$ cat config.mk
export PLATFORM = sky130hd
export DESIGN_NAME = alu_seq_core
export DESIGN_NICKNAME = d
export VERILOG_FILES = /design/src/rtl/alu_pkg.sv /design/src/rtl/alu_mul_seq.sv /design/src/rtl/alu_seq_core.sv
export SDC_FILE = /design/constraint.sdc
export NUM_CORES = 1
export LEC_CHECK = 0
export ABC_AREA = 1
export BUFFER_PORTS_ARGS = -buffer_cell sky130_fd_sc_hd__clkbuf_2
export CAP_MARGIN = 20
export CORE_AREA = 2 2 56 110
export DETAILED_ROUTE_END_ITERATION = 6
export DIE_AREA = 0 0 58 112
export GPL_ROUTABILITY_DRIVEN = 0
export PLACE_DENSITY = 0.72
export SETUP_SLACK_MARGIN = 0.15
export SYNTH_ARGS = -nofsm -noshare
export SYNTH_HDL_FRONTEND = slang
export SYNTH_SLANG_ARGS = --single-unit
$ cat constraint.sdc
create_clock -name Clk -period 4.7 [get_ports Clk]
set_input_delay 0.47 -clock Clk [delete_from_list [all_inputs] [get_ports Clk]]
set_output_delay 0.47 -clock Clk [all_outputs]
set_load 0.1 [all_outputs]
$ cat src/rtl/alu_pkg.sv
// Shared definitions for the sequential ALU stage: opcodes, FSM states and
// the data-width derivation from the output word width.
package alu_pkg;

  localparam logic [2:0] OP_ADD = 3'b000;
  localparam logic [2:0] OP_SUB = 3'b001;
  localparam logic [2:0] OP_AND = 3'b010;
  localparam logic [2:0] OP_OR  = 3'b011;
  localparam logic [2:0] OP_XOR = 3'b100;
  localparam logic [2:0] OP_NOT = 3'b101;
  localparam logic [2:0] OP_MUL = 3'b110;
  localparam logic [2:0] OP_SHL = 3'b111;

  typedef enum logic [1:0] {
    S_IDLE = 2'd0,
    S_EXEC = 2'd1,
    S_MUL  = 2'd2
  } state_t;

  localparam int WIDTH_DEFAULT = 5;

  // The top bit of the output word is the overflow flag, the rest is data.
  function automatic int dw_of(input int width);
    return width - 1;
  endfunction

endpackage

$ cat src/rtl/alu_mul_seq.sv
// Shift-add unsigned multiplier: one partial product per cycle over DW cycles.
// product presents the accumulator value after the current iteration, so the
// sequencing FSM can capture the final product on the same edge done is high.
module alu_mul_seq #(
  parameter int DW = 4
) (
  input  logic              clk,
  input  logic              rst,
  input  logic              load,
  input  logic [DW-1:0]     a,
  input  logic [DW-1:0]     b,
  output logic              done,
  output logic [2*DW-1:0]   product
);

  localparam int PW = 2 * DW;
  localparam int CW = (DW > 1) ? $clog2(DW) : 1;

  logic [PW-1:0] acc;
  logic [PW-1:0] mcand;
  logic [DW-1:0] mplier;
  logic [CW-1:0] cnt;
  logic          active;
  logic [PW-1:0] acc_next;

  // Accumulator value once this cycle's partial product has been added.
  always_comb begin
    acc_next = acc;
    if (mplier[0]) acc_next = acc + mcand;
  end

  assign done    = active && (cnt == CW'(DW - 1));
  assign product = acc_next;

  // Load operands on request, then step one multiplier bit per cycle.
  always_ff @(posedge clk) begin
    if (rst) begin
      acc    <= '0;
      mcand  <= '0;
      mplier <= '0;
      cnt    <= '0;
      active <= 1'b0;
    end else if (load) begin
      acc    <= '0;
      mcand  <= {{DW{1'b0}}, a};
      mplier <= b;
      cnt    <= '0;
      active <= 1'b1;
    end else if (active) begin
      acc    <= acc_next;
      mcand  <= mcand << 1;
      mplier <= mplier >> 1;
      cnt    <= cnt + CW'(1);
      if (done) active <= 1'b0;
    end
  end

endmodule

$ cat src/rtl/alu_seq_core.sv
// Sequential ALU stage: captures Op/A/B on Start, computes in one cycle (or DW
// cycles for multiply) and presents {overflow, value} with a one-cycle Valid.
module alu_seq_core
  import alu_pkg::*;
#(
  parameter int WIDTH = WIDTH_DEFAULT
) (
  input  logic                   Clk,
  input  logic                   Rst,
  input  logic                   Start,
  input  logic [2:0]             Op,
  input  logic [dw_of(WIDTH)-1:0] A,
  input  logic [dw_of(WIDTH)-1:0] B,
  output logic                   Busy,
  output logic                   Valid,
  output logic [WIDTH-1:0]       Result
);

  localparam int DW = dw_of(WIDTH);

  state_t        state;
  logic [2:0]    op_q;
  logic [DW-1:0] a_q;
  logic [DW-1:0] b_q;

  logic [DW-1:0]   exec_value;
  logic            exec_ovf;
  logic [DW:0]     sum;
  logic [2*DW-1:0] shl;

  logic            mul_load;
  logic            mul_done;
  logic [2*DW-1:0] mul_product;

  assign mul_load = (state == S_IDLE) && Start && (Op == OP_MUL);

  alu_mul_seq #(.DW(DW)) u_mul (
    .clk     (Clk),
    .rst     (Rst),
    .load    (mul_load),
    .a       (A),
    .b       (B),
    .done    (mul_done),
    .product (mul_product)
  );

  // Single-cycle operations computed from the latched operands.
  always_comb begin
    exec_value = '0;
    exec_ovf   = 1'b0;
    sum        = '0;
    shl        = '0;
    case (op_q)
      OP_ADD: begin
        sum        = {1'b0, a_q} + {1'b0, b_q};
        exec_value = sum[DW-1:0];
        exec_ovf   = sum[DW];
      end
      OP_SUB: begin
        exec_value = a_q - b_q;
        exec_ovf   = (a_q < b_q);
      end
      OP_AND: exec_value = a_q & b_q;
      OP_OR:  exec_value = a_q | b_q;
      OP_XOR: exec_value = a_q ^ b_q;
      OP_NOT: exec_value = ~a_q;
      OP_SHL: begin
        shl        = {{DW{1'b0}}, a_q} << b_q[1:0];
        exec_value = shl[DW-1:0];
        exec_ovf   = |shl[2*DW-1:DW];
      end
      default: begin
        exec_value = '0;
        exec_ovf   = 1'b0;
      end
    endcase
  end

  // Control FSM with registered Busy/Valid/Result; reset aborts any operation.
  always_ff @(posedge Clk) begin
    if (Rst) begin
      state  <= S_IDLE;
      op_q   <= '0;
      a_q    <= '0;
      b_q    <= '0;
      Busy   <= 1'b0;
      Valid  <= 1'b0;
      Result <= '0;
    end else begin
      Valid <= 1'b0;
      case (state)
        S_IDLE: begin
          if (Start) begin
            op_q  <= Op;
            a_q   <= A;
            b_q   <= B;
            Busy  <= 1'b1;
            state <= (Op == OP_MUL) ? S_MUL : S_EXEC;
          end
        end
        S_EXEC: begin
          Result <= {exec_ovf, exec_value};
          Valid  <= 1'b1;
          Busy   <= 1'b0;
          state  <= S_IDLE;
        end
        S_MUL: begin
          if (mul_done) begin
            Result <= {|mul_product[2*DW-1:DW], mul_product[DW-1:0]};
            Valid  <= 1'b1;
            Busy   <= 1'b0;
            state  <= S_IDLE;
          end
        end
        default: begin
          Busy  <= 1'b0;
          state <= S_IDLE;
        end
      endcase
    end
  end

endmodule

Word-level counts from Yosys, hierarchy flattened
Cells that the tools add are included.
Widths: inputs -> output; s select.
- input bits: 14
- output and inout port bits: 7
- register bits after elaboration: 43
- $lt $le $gt $ge: 1
- eq/ne operators: 12
- bitwise gates (word level): 4
- multiplexer cells: 21
- add/sub/neg operators: 4
- reductions and logical operators: 13
- shift-type cells: 1
- operators with widths (cell ; count):
    $pmux 4 s7 ; 1
    $mux 4 ; 4
    $eq 3x3->1 const B ; 4
    $pmux 5 s2 ; 1
    $add 8x8->8 ; 1
    $mux 8 ; 1
    $reduce_or 4->1 ; 2
    $shl 4x2->8 ; 1
    $eq 3x2->1 const B ; 2
    $mux 1 ; 6
    $mux 2 ; 3
    $reduce_and 2->1 ; 3
    $add 4x4->5 ; 1
    $mux 5 ; 1
    $and 4x4->4 ; 1
    $eq 2x2->1 const B ; 2
    $lt 4x4->1 ; 1
    $ne 2x2->1 const B ; 2
    $not 4->4 ; 1
    $or 4x4->4 ; 1
    $pmux 1 s2 ; 2
    $pmux 2 s2 ; 1
    $reduce_bool 2->1 ; 2
    $sub 4x4->4 ; 1
    other kinds (9) ; 11

Logic depth before layout (Yosys ltp)
Gate-level depths: netlist (run 1).
- word-level depth: 5
- mapped depth: 15
- mapped depth without buffers: 15

By module
A second synthesis (run 1) with hierarchy kept.
- cells, all modules: 418
- area, all modules: 2805.2 um2
- by module, submodules not included (module ; cells each ; area an instance (um2) ; times used ; seq. area each (um2)):
    alu_seq_core ; 224 ; 1470.2 ; 1 ; 400.4
    alu_mul_seq ; 194 ; 1335.0 ; 1 ; 460.4

Least setup slack after synthesis (run 1)
Ideal clock, no wire load.
- path type: register -> register
- start point: register b_q[0]
- end point: register Result[4]
- arrival: 1.680 ns
- buffers on the path: 0
- setup slack: 2.949 ns
- stages on the path, launching flop included: 11
- library setup time: 0.070 ns
- cells stage by stage: dfxtp_1 > ha_1 > inv_1 > fa_1 > nor2_1 > o21ai_0 > a21oi_1 > nor2_1 > a21oi_1 > nand2_1 > a21oi_1
- word-level cells in the longest chain between the ends: 4
- elaborated cells between the ends (all ways): 6
- classes of those cells: add/sub (1); order compare (1); shift (1); mux (2); reduce/logical (1)
- ends and longest elaborated chain (element ; RTL line ; RTL):
    start, declared ; alu_seq_core.sv:24 ; logic [DW-1:0] b_q;
    start signal, assigned ; alu_seq_core.sv:85 ; b_q <= '0;
    start signal, assigned ; alu_seq_core.sv:96 ; b_q <= B;
    parallel branches: the longest is 2 deep, another holds $add 4x4->5 ; -- ;
    $pmux 1 s3 * ; alu_seq_core.sv:53 ; case (op_q)
    $pmux 5 s2 * ; alu_seq_core.sv:91 ; case (state)
    end signal, assigned ; alu_seq_core.sv:102 ; Result <= {exec_ovf, exec_value};
    end signal, assigned ; alu_seq_core.sv:109 ; Result <= {|mul_product[2*DW-1:DW], mul_product[DW-1:0]};
    end, declared ; alu_seq_core.sv:16 ; output logic [WIDTH-1:0] Result
Every way passes the cells marked *.
A chain may end at the register's enable or synchronous reset.

Final worst setup path (run 1)
- start point: register u_mul.active
- end point: register state[0]
- word-level cells in the longest chain between the ends: 3
- ends and longest elaborated chain (element ; RTL line ; RTL):
    start, declared ; alu_mul_seq.sv:23 ; logic active;
    start signal, assigned ; alu_mul_seq.sv:42 ; active <= 1'b0;
    start signal, assigned ; alu_mul_seq.sv:48 ; active <= 1'b1;
    start signal, assigned ; alu_mul_seq.sv:54 ; if (done) active <= 1'b0;
    $logic_and 1x1->1 ; alu_mul_seq.sv:32 ; assign done = active && (cnt == CW'(DW - 1));
    $ne 2x2->1 (no source line) ; -- ;
    $reduce_and 2->1 (no source line) ; -- ;
    end signal, assigned ; alu_seq_core.sv:98 ; state <= (Op == OP_MUL) ? S_MUL : S_EXEC;
    end, declared ; alu_seq_core.sv:21 ; state_t state;
No other way between the ends.

==> flow_summary.ini, run 1 <==
[route]
wl_per_cell_um = 14.99
drt-pass1-iter-count = 4
drcViolationCount = 0
ant_nets = 0
detailroute.via_count = 2640
avgViaCountPerCell = 5.500
post_detailed_routing_wire_length_mm = 7.193
first_iter_violations = 157

[die]
die-area_mm2 = 0.006496
initial_utilization_pct = 48.39
core-area_mm2 = 0.005660
pin_count = 21
floorplan.die.width_um = 58
row_count = 39
floorplan.die.height_um = 112

[setup_path]
critical-path-top-delay-family = flip-flops
critical_path.slowest_cell = sky130_fd_sc_hd__dfxtp_1
cp-start-kind = flip-flop
critical_path.cell_chain = inv_1, o21ai_1, o21ai_1, nor2_1, nand2_1, a21oi_1
crit_path_largest_cell_delay_ps = 950
critical_path.max_fanout = 28
critical_path_class = flip-flop to flip-flop
critical_path_buf_inv_count = 1
critical_path_arrival_ps = 2410
cpMostUsedCell = sky130_fd_sc_hd__o21ai_1
worstSetupEndpointType = flip-flop
cp_data_required_time_ps = 4920

[global_route]
grt_pass1_vias = 2605
grtUsageTotal_pct = 23.32
globalRouteOverflowTotal = 0
maximum_number_of_pins_on_one_net_before_global_route_repair = 29
grt_first_pass_wirelength_mm = 11.62
antenna_found_initial = 0

[clock_network]
insertion_delay_ps = 290
cts.repair_timing.setup_buffer_count = 0
clock_input_transition_at_the_sequential_cells_of_the_worst_setup_and_hold_paths_ps = 60
cts_htree_levels = 2
cts_root_buffer = sky130_fd_sc_hd__clkbuf_16
cts_hold_buffers = 0
bufs_on_longest_clock_path = 2
tritoncts_num_sinks = 43
postCtsResizedCells = 0
total_clock_buffers_created_by_cts = 5
tritoncts_clock_tree = done

[timing]
clock_skew_ps = 7.822
total_negative_setup_slacks_ps = 0
unrepaired_setup_endpoints_after_global_routing = no
max_freq_ghz = 0.4558
tightest_pin_transition_ps = 966.0
timing.final.crit_period_ps = 2194
final_hold_vios = 0
finalCritPeriodShare_pct = 46.68
maxSlewViolCount = 0
report.final.setup_viol = 0
setup_ws_ps = 2506
slew-limit-headroom_pct = 35.51

[place]
worst_setup_slack_post_dpl_ps = 2544
dpl.hpwl_mm = 5.709
place.port_buffers = 20

[yosys]
synth_most_common_cell = sky130_fd_sc_hd__nand2_1
ys_top_cells_by_count = 94 x sky130_fd_sc_hd__nand2_1, 48 x sky130_fd_sc_hd__inv_1, 43 x sky130_fd_sc_hd__dfxtp_1, 36 x sky130_fd_sc_hd__a21oi_1, 35 x sky130_fd_sc_hd__nor2_1
synth.area.top_cells = sky130_fd_sc_hd__dfxtp_1 31%, sky130_fd_sc_hd__nand2_1 13%, sky130_fd_sc_hd__ha_1 11%
synth_edf_count = 0
synthArstFlopShare_pct = 0
netlist.area_leader.share_pct = 31.43
mappedNetlistArea_mm2 = 0.002739
syn_nets = 442
synth_flop_cell = sky130_fd_sc_hd__dfxtp_1
ys_warn_count = 0
yosys.area.top_type = sky130_fd_sc_hd__dfxtp_1
synth_seq_cells = 43
postSynthAreaPerCell_um2 = 6.830
yosys.cell_types.count = 34
synthCells = 401
synth.yosys.seq_area_share_pct = 31.43

[outcome]
result_of_the_run = completed

[pwr]
pwr_density_cell_mw_per_mm2 = 338.6
power_leakage_nw = 1.389
worst_ir_drop_vdd_uv = 279.4

[hold_path]
worst_hold_path_type = primary input to flip-flop

[cells_and_area]
area.growth.synth_to_final_pct = 11.10
layout_cells_sized_above_1_pct = 9.547
n_antenna_cell = 0
nets = 459

[run]
max-cap-violations = 0
power by group:
part,total (mW),internal [mW],switching (mW)
clock,0.394,0.250,0.143
sequential,0.409,0.386,0.0228
combinational,0.227,0.0658,0.162
total,1.03,0.702,0.328
final cells by class:
cell class	count	area [µm²]
inverter	53	198.9
timing repair buffer	20	100.1
clock buffer	5	125.1
fill	570	2618
sequential	43	860.8
tap	61	76.32
multi-input combinational	295	1638
clock inverter	3	43.79
registers in the layout, indices dropped and copies added, names as in the netlist:
| register | cells |
|---|---|
| u_mul.acc | 8 |
| u_mul.mcand | 8 |
| Result | 5 |
| a_q | 4 |
| b_q | 4 |
| u_mul.mplier | 4 |
| op_q | 3 |
| state | 2 |
| u_mul.cnt | 2 |
| Busy | 1 |
| Valid | 1 |
| u_mul.active | 1 |
metal layers:
layer | GRT usage (%) | part of all wire (%) | up-vias
met4 | 17.67 | 6.7 | 0
met5 | 0 | 0 | -
met2 | 44.24 | 56 | 56
met1 | 20.46 | 34 | 1202
met3 | 3.252 | 2.5 | 32
li1 | - | - | 1350
cells in the final DEF, fill, tap and decap left out, types with 2 or more instances in the layout:
master,n
sky130_fd_sc_hd__nor2_2,2
sky130_fd_sc_hd__nand2_1,94
sky130_fd_sc_hd__o21ai_2,2
sky130_fd_sc_hd__inv_2,5
sky130_fd_sc_hd__o211ai_1,4
sky130_fd_sc_hd__o22ai_1,3
sky130_fd_sc_hd__o21ai_0,33
sky130_fd_sc_hd__nand3_1,28
sky130_fd_sc_hd__a21oi_1,36
sky130_fd_sc_hd__ha_1,24
sky130_fd_sc_hd__xnor2_1,3
sky130_fd_sc_hd__nor2_1,35
sky130_fd_sc_hd__clkbuf_2,20
sky130_fd_sc_hd__dfxtp_1,43
sky130_fd_sc_hd__or2_1,2
sky130_fd_sc_hd__a31oi_1,6
sky130_fd_sc_hd__inv_1,48
sky130_fd_sc_hd__o21ai_1,4
sky130_fd_sc_hd__clkbuf_16,5
sky130_fd_sc_hd__o2111ai_1,2
sky130_fd_sc_hd__fa_1,3
sky130_fd_sc_hd__a211oi_1,2
per-stage QoR:
| step | hold slack [ps] | power, mW | area, µm² | util, % | cells |
|---|---|---|---|---|---|
| after global routing | 455.4 | 1.077 | 3043 | 53.76 | 480 |
| after global placement | 454.7 | 0.6365 | 2874 | 50.77 | 472 |
| after CTS | 436.1 | 1.036 | 3043 | 53.76 | 480 |
| after detailed placement | 468.9 | 0.6403 | 2874 | 50.77 | 472 |
| final | 437.3 | 1.030 | 3043 | 53.76 | 480 |
| after floorplan | 439.9 | 0.5844 | 2739 | - | 401 |
kinds of logic (layout without fill, tap and decap cells):
kind of cell / count (synthesis) / after routing / share of synthesized area (%)
and+or+nand+nor: 168 / 168 / 25.90
AOI/OAI and AO/OA: 96 / 96 / 19.46
buffers and inverters: 63 / 81 / 8.771
DFF: 43 / 43 / 31.43
adders and majority gates: 27 / 27 / 13.16
xor gates and xnor gates: 4 / 4 / 1.279
worst paths after layout:
kind,depth (start not counted),from,slack (ps),endpoint
worst min register to register,2,u_mul.mplier[3],470,u_mul.mplier[3]
worst max-delay path,6,u_mul.active,2510,state[0]
worst min-delay path,3,B[3],440,u_mul.mplier[3]
worst max register to register,6,u_mul.active,2510,state[0]
worst min-delay path, cell delays in order:
cell and delay, ps:
sky130_fd_sc_hd__clkbuf_2 90, sky130_fd_sc_hd__nand2_1 60, sky130_fd_sc_hd__a21oi_1 60
Note: power is estimated with default switching activity, not from simulation.
==> run 2, diff against run 1 <==
--- a/config.mk
+++ b/config.mk
@@ -12,7 +12,7 @@
 export DETAILED_ROUTE_END_ITERATION = 6
 export DIE_AREA = 0 0 58 112
 export GPL_ROUTABILITY_DRIVEN = 0
-export PLACE_DENSITY = 0.72
+export PLACE_DENSITY = 0.75
 export SETUP_SLACK_MARGIN = 0.15
 export SYNTH_ARGS = -nofsm -noshare
 export SYNTH_HDL_FRONTEND = slang
==> constraint.sdc (replaced) <==
create_clock -name Clk -period 2.01 [get_ports Clk]
set_input_delay 0.201 -clock Clk [delete_from_list [all_inputs] [get_ports Clk]]
set_output_delay 0.201 -clock Clk [all_outputs]
set_load 0.1 [all_outputs]
==> flow_summary.ini, run 2 (synthesized netlist as in run 1, its figures left out) <==
[clock_network]
cts_root_buffer = sky130_fd_sc_hd__clkbuf_16
clock_input_transition_at_the_sequential_cells_of_the_worst_setup_and_hold_paths_ps = 60
bufs_on_longest_clock_path = 2
tritoncts_clock_tree = done
cts.repair_timing.setup_buffer_count = 0
cts_htree_levels = 2
insertion_delay_ps = 290
total_clock_buffers_created_by_cts = 5
tritoncts_num_sinks = 43
cts_hold_buffers = 0

[timing]
unrepaired_setup_endpoints_after_global_routing = yes
maxSlewViolCount = 0
max_freq_ghz = 0.5595
total_negative_setup_slacks_ps = 0
tightest_pin_transition_ps = 597.4
report.final.setup_viol = 0
finalCritPeriodShare_pct = 88.92
timing.final.crit_period_ps = 1787
final_hold_vios = 0
holdWs_ps = 160.6
clock_skew_ps = 7.280
slew-limit-headroom_pct = 59.87
setup_ws_ps = 222.6

[route]
wl_met2_mm = 4.345
post_detailed_routing_wire_length_mm = 7.682
drt-pass1-iter-count = 6
avgViaCountPerCell = 5.648
dr_wl_met3_um = 272
drcViolationCount = 0
highest_layer = met4
ant_nets = 0
wl_per_cell_um = 15.74
m1WireLength_mm = 2.705
detailroute.via_count = 2756
first_iter_violations = 194

[place]
place.port_buffers = 20
dpl.hpwl_mm = 5.927
post-place-cells = 480
worst_setup_slack_post_dpl_ps = 122.0

[setup_path]
critical-path-top-delay-family = simple AND/OR/NAND/NOR gates
cp_data_required_time_ps = 2190
cpMostUsedCell = sky130_fd_sc_hd__nand2_1
critical_path_arrival_ps = 1970
critical_path.cell_chain = inv_1, fa_2, inv_2, nand2_1, nand2_2, nand3_2, nand2_1, nand2_1, nand3_1, nand2_1, nor2_1, nand2_1, nand2_1, a21oi_1
crit_path_largest_cell_delay_ps = 410
critical_path_class = flip-flop to flip-flop
critical_path.slowest_cell = sky130_fd_sc_hd__dfxtp_1
critical_path.max_fanout = 4
cp-start-kind = flip-flop
worstSetupEndpointType = flip-flop
critical_path_buf_inv_count = 2

[die]
pin_count = 21
initial_utilization_pct = 48.39
core-area_mm2 = 0.005660
floorplan.die.width_um = 58
row_count = 39
floorplan.die.height_um = 112
die-area_mm2 = 0.006496

[pwr]
worst_ir_drop_vdd_uv = 890.1
pwr_density_cell_mw_per_mm2 = 735.5
power_leakage_nw = 1.404
total_power_mw = 2.338

[global_route]
maximum_number_of_pins_on_one_net_before_global_route_repair = 23
antenna_found_initial = 0
grt_pass1_vias = 2698
globalRouteOverflowTotal = 0
grtUsageTotal_pct = 25.06
grt_first_pass_wirelength_mm = 12.38

[cells_and_area]
n_antenna_cell = 0
final_cells = 488
reg.largest.list = u_mul.acc: 8 flops, u_mul.mcand: 8 flops, Result: 5 flops
area.growth.synth_to_final_pct = 16.08
layout_cells_sized_above_1_pct = 16.63
fill_cells = 544
nets = 467
layout_commonest_cell = sky130_fd_sc_hd__nand2_1
layout_common_cells = 93 x sky130_fd_sc_hd__nand2_1, 45 x sky130_fd_sc_hd__inv_1, 37 x sky130_fd_sc_hd__dfxtp_1, 36 x sky130_fd_sc_hd__a21oi_1, 33 x sky130_fd_sc_hd__o21ai_0

[run]
max-cap-violations = 0

[outcome]
result_of_the_run = completed

[hold_path]
worst_hold_path_type = primary input to flip-flop
run 2: layout make-up:
type	count	area (µm²)	share of cell area (%)
Multi-Input combinational cell	295	1729	54.39
Sequential cell	43	873.3	27.47
Inverter	53	198.9	6.257
Timing Repair Buffer	28	160.2	5.037
Clock buffer	6	128.9	4.054
Tap cell	61	76.32	2.401
Clock inverter	2	12.51	0.3935
run 2: what timing repair did:
| action | 4_1_cts | 5_1_grt |
|---|---|---|
| pin swaps | 0 | 3 |
| setup endpoints to repair | 2 | 6 |
| gates resized for setup | 6 | 22 |
run 2: routing by layer:
metal / vias up / track usage (%)
li1: 1361 / -
met1: 1293 / 23.61
met2: 73 / 47.80
met3: 29 / 4.530
met4: 0 / 13.64
met5: - / 0
run 2: power breakdown:
group | internal [mW] | total, mW | switching (mW)
clock | 0.458 | 0.797 | 0.338
combinational | 0.187 | 0.590 | 0.403
sequential | 0.904 | 0.952 | 0.0480
run 2: final timing paths:
check,cells past startpoint,slack (ps),startpoint,endpoint
setup / recovery,14,220,u_mul.mcand[1],Result[4]
hold / removal,3,160,B[3],u_mul.mplier[3]
setup reg to reg,14,220,u_mul.mcand[1],Result[4]
hold reg to reg,2,470,u_mul.cnt[1],u_mul.cnt[1]
run 2: worst register-to-register path, stage by stage (launching register included):
cell and delay (ps):
sky130_fd_sc_hd__dfxtp_1 410, sky130_fd_sc_hd__inv_1 90, sky130_fd_sc_hd__fa_2 410, sky130_fd_sc_hd__inv_2 70, sky130_fd_sc_hd__nand2_1 60, sky130_fd_sc_hd__nand2_2 70
sky130_fd_sc_hd__nand3_2 70, sky130_fd_sc_hd__nand2_1 60, sky130_fd_sc_hd__nand2_1 40, sky130_fd_sc_hd__nand3_1 60, sky130_fd_sc_hd__nand2_1 70, sky130_fd_sc_hd__nor2_1 110
sky130_fd_sc_hd__nand2_1 70, sky130_fd_sc_hd__nand2_1 50, sky130_fd_sc_hd__a21oi_1 50
run 2: stage by stage:
stage          util, %  area, µm²
2_1_floorplan        -       2739
3_3_place_gp     51.83       2934
5_1_grt          56.17       3179
4_1_cts          54.77       3100
3_5_place_dp     51.83       2934
6_report         56.17       3179
==> run 3, diff against run 2 <==
--- a/config.mk
+++ b/config.mk
@@ -8,11 +8,13 @@
 export ABC_AREA = 1
 export BUFFER_PORTS_ARGS = -buffer_cell sky130_fd_sc_hd__clkbuf_2
 export CAP_MARGIN = 20
-export CORE_AREA = 2 2 56 110
+export CELL_PAD_IN_SITES_DETAIL_PLACEMENT = 1
+export CELL_PAD_IN_SITES_GLOBAL_PLACEMENT = 1
+export CORE_AREA = 2 2 63 124
 export DETAILED_ROUTE_END_ITERATION = 6
-export DIE_AREA = 0 0 58 112
+export DIE_AREA = 0 0 65 126
 export GPL_ROUTABILITY_DRIVEN = 0
-export PLACE_DENSITY = 0.75
+export PLACE_DENSITY = 0.8
 export SETUP_SLACK_MARGIN = 0.15
 export SYNTH_ARGS = -nofsm -noshare
 export SYNTH_HDL_FRONTEND = slang
==> flow_summary.ini, run 3 (synthesized netlist as in run 1, its figures left out) <==
[die]
floorplan.die.height_um = 126
initial_utilization_pct = 37.98
row_count = 44
die-area_mm2 = 0.008190
floorplan.die.width_um = 65
core-area_mm2 = 0.007212
pin_count = 21

[clock_network]
tritoncts_num_sinks = 43
insertion_delay_ps = 290
tritoncts_clock_tree = done
bufs_on_longest_clock_path = 2
cts_root_buffer = sky130_fd_sc_hd__clkbuf_16
total_clock_buffers_created_by_cts = 5
cts_htree_levels = 2
clock_input_transition_at_the_sequential_cells_of_the_worst_setup_and_hold_paths_ps = 60

[timing]
maxSlewViolCount = 0
slew-limit-headroom_pct = 62.67
tightest_pin_transition_ps = 555.6
final_hold_vios = 0
report.final.setup_viol = 0
holdWs_ps = 175.6
finalCritPeriodShare_pct = 90.10
total_negative_setup_slacks_ps = 0
unrepaired_setup_endpoints_after_global_routing = yes
clock_skew_ps = 5.712
max_freq_ghz = 0.5522
timing.final.crit_period_ps = 1811

[global_route]
maximum_number_of_pins_on_one_net_before_global_route_repair = 24
grtUsageTotal_pct = 22.50
grt_pass1_vias = 3022
grt_first_pass_wirelength_mm = 14.12
antenna_found_initial = 0
globalRouteOverflowTotal = 0

[place]
dpl.hpwl_mm = 7.080
place.port_buffers = 20
placed_area_mm2 = 0.003003

[setup_path]
cp-start-kind = flip-flop
cp_data_required_time_ps = 2230
critical_path.max_fanout = 3
worstSetupEndpointType = flip-flop
critical_path_arrival_ps = 2030
critical_path_class = flip-flop to flip-flop

[cells_and_area]
layout_common_cells = 91 x sky130_fd_sc_hd__nand2_1, 44 x sky130_fd_sc_hd__inv_1, 38 x sky130_fd_sc_hd__dfxtp_1, 36 x sky130_fd_sc_hd__a21oi_1
utilization_pct = 45.77
area.growth.synth_to_final_pct = 20.51
finish.instance_area_mm2 = 0.003301
reg.largest.list = u_mul.acc: 8 flops, u_mul.mcand: 8 flops, Result: 5 flops
fill_cells = 947
n_antenna_cell = 0
layout_cells_sized_above_1_pct = 18.89
nets = 474
layout_commonest_cell = sky130_fd_sc_hd__nand2_1

[route]
first_iter_violations = 79
drt-pass1-iter-count = 4
drcViolationCount = 0
post_detailed_routing_wire_length_mm = 9.064
wl_per_cell_um = 17.23
avgViaCountPerCell = 5.394
detailroute.via_count = 2837
ant_nets = 0

[outcome]
result_of_the_run = completed

[run]
max-cap-violations = 0

[pwr]
pwr_density_cell_mw_per_mm2 = 760.8
power_leakage_nw = 1.467
worst_ir_drop_vdd_uv = 464.1

[hold_path]
worst_hold_path_type = primary input to flip-flop
run 3: final timing paths:
check,start,endpoint,slack (ps),cells after the start
setup / recovery,b_q[0],Result[4],200,10
hold / removal,B[3],u_mul.mplier[3],180,3
setup reg to reg,b_q[0],Result[4],200,10
hold reg to reg,u_mul.cnt[1],u_mul.cnt[1],480,2
run 3: metrics by stage:
| stage | std cells | total power, mW | worst slack (ps) |
|---|---|---|---|
| floorplan | 401 | 1.367 | 259.4 |
| global placement | 515 | 1.523 | 121.5 |
| detailed placement | 515 | 1.543 | 63.92 |
| CTS | 523 | 2.497 | 149.4 |
| global route | 526 | 2.627 | 64.14 |
| finish | 526 | 2.511 | 199.1 |
run 3: where the power goes:
part	total (mW)	switching [mW]	internal, mW
sequential	0.948	0.0451	0.903
clock	0.943	0.357	0.586
combinational	0.620	0.429	0.191
run 3: worst max-delay path, stage by stage (launching register included):
cell and delay (ps):
sky130_fd_sc_hd__dfxtp_2 380, sky130_fd_sc_hd__ha_4 150, sky130_fd_sc_hd__inv_1 50, sky130_fd_sc_hd__fa_2 360
sky130_fd_sc_hd__nor2_2 140, sky130_fd_sc_hd__o21ai_0 100, sky130_fd_sc_hd__a21oi_1 180, sky130_fd_sc_hd__nor2_1 60
sky130_fd_sc_hd__a21oi_1 140, sky130_fd_sc_hd__nand2_1 70, sky130_fd_sc_hd__a21oi_1 120
run 3: final cells by class:
class                      instances  area (µm²)  area share, %
clock buffer                       5       125.1          3.791
clock inverter                     3       43.79          1.327
inverter                          53       198.9          6.027
multi-input combinational        295        1733          52.50
sequential                        43       872.1          26.42
tap                               92       115.1          3.487
timing repair buffer              35       212.7          6.444
run 3: what timing repair did:
action	CTS	global route
pin swaps	2	9
hold buffers	0	0
endpoints found under the setup margin	4	5
gates resized for setup	8	27
buffers inserted	0	3
run 3: per-layer routing:
metal | global-route usage, % | vias up | wire length (µm)
met1 | 19.48 | 1372 | 2987
met3 | 2.679 | 36 | 159
met5 | 0 | - | 0
li1 | - | 1382 | -
met4 | 13.52 | 0 | 509
met2 | 45.66 | 47 | 5409
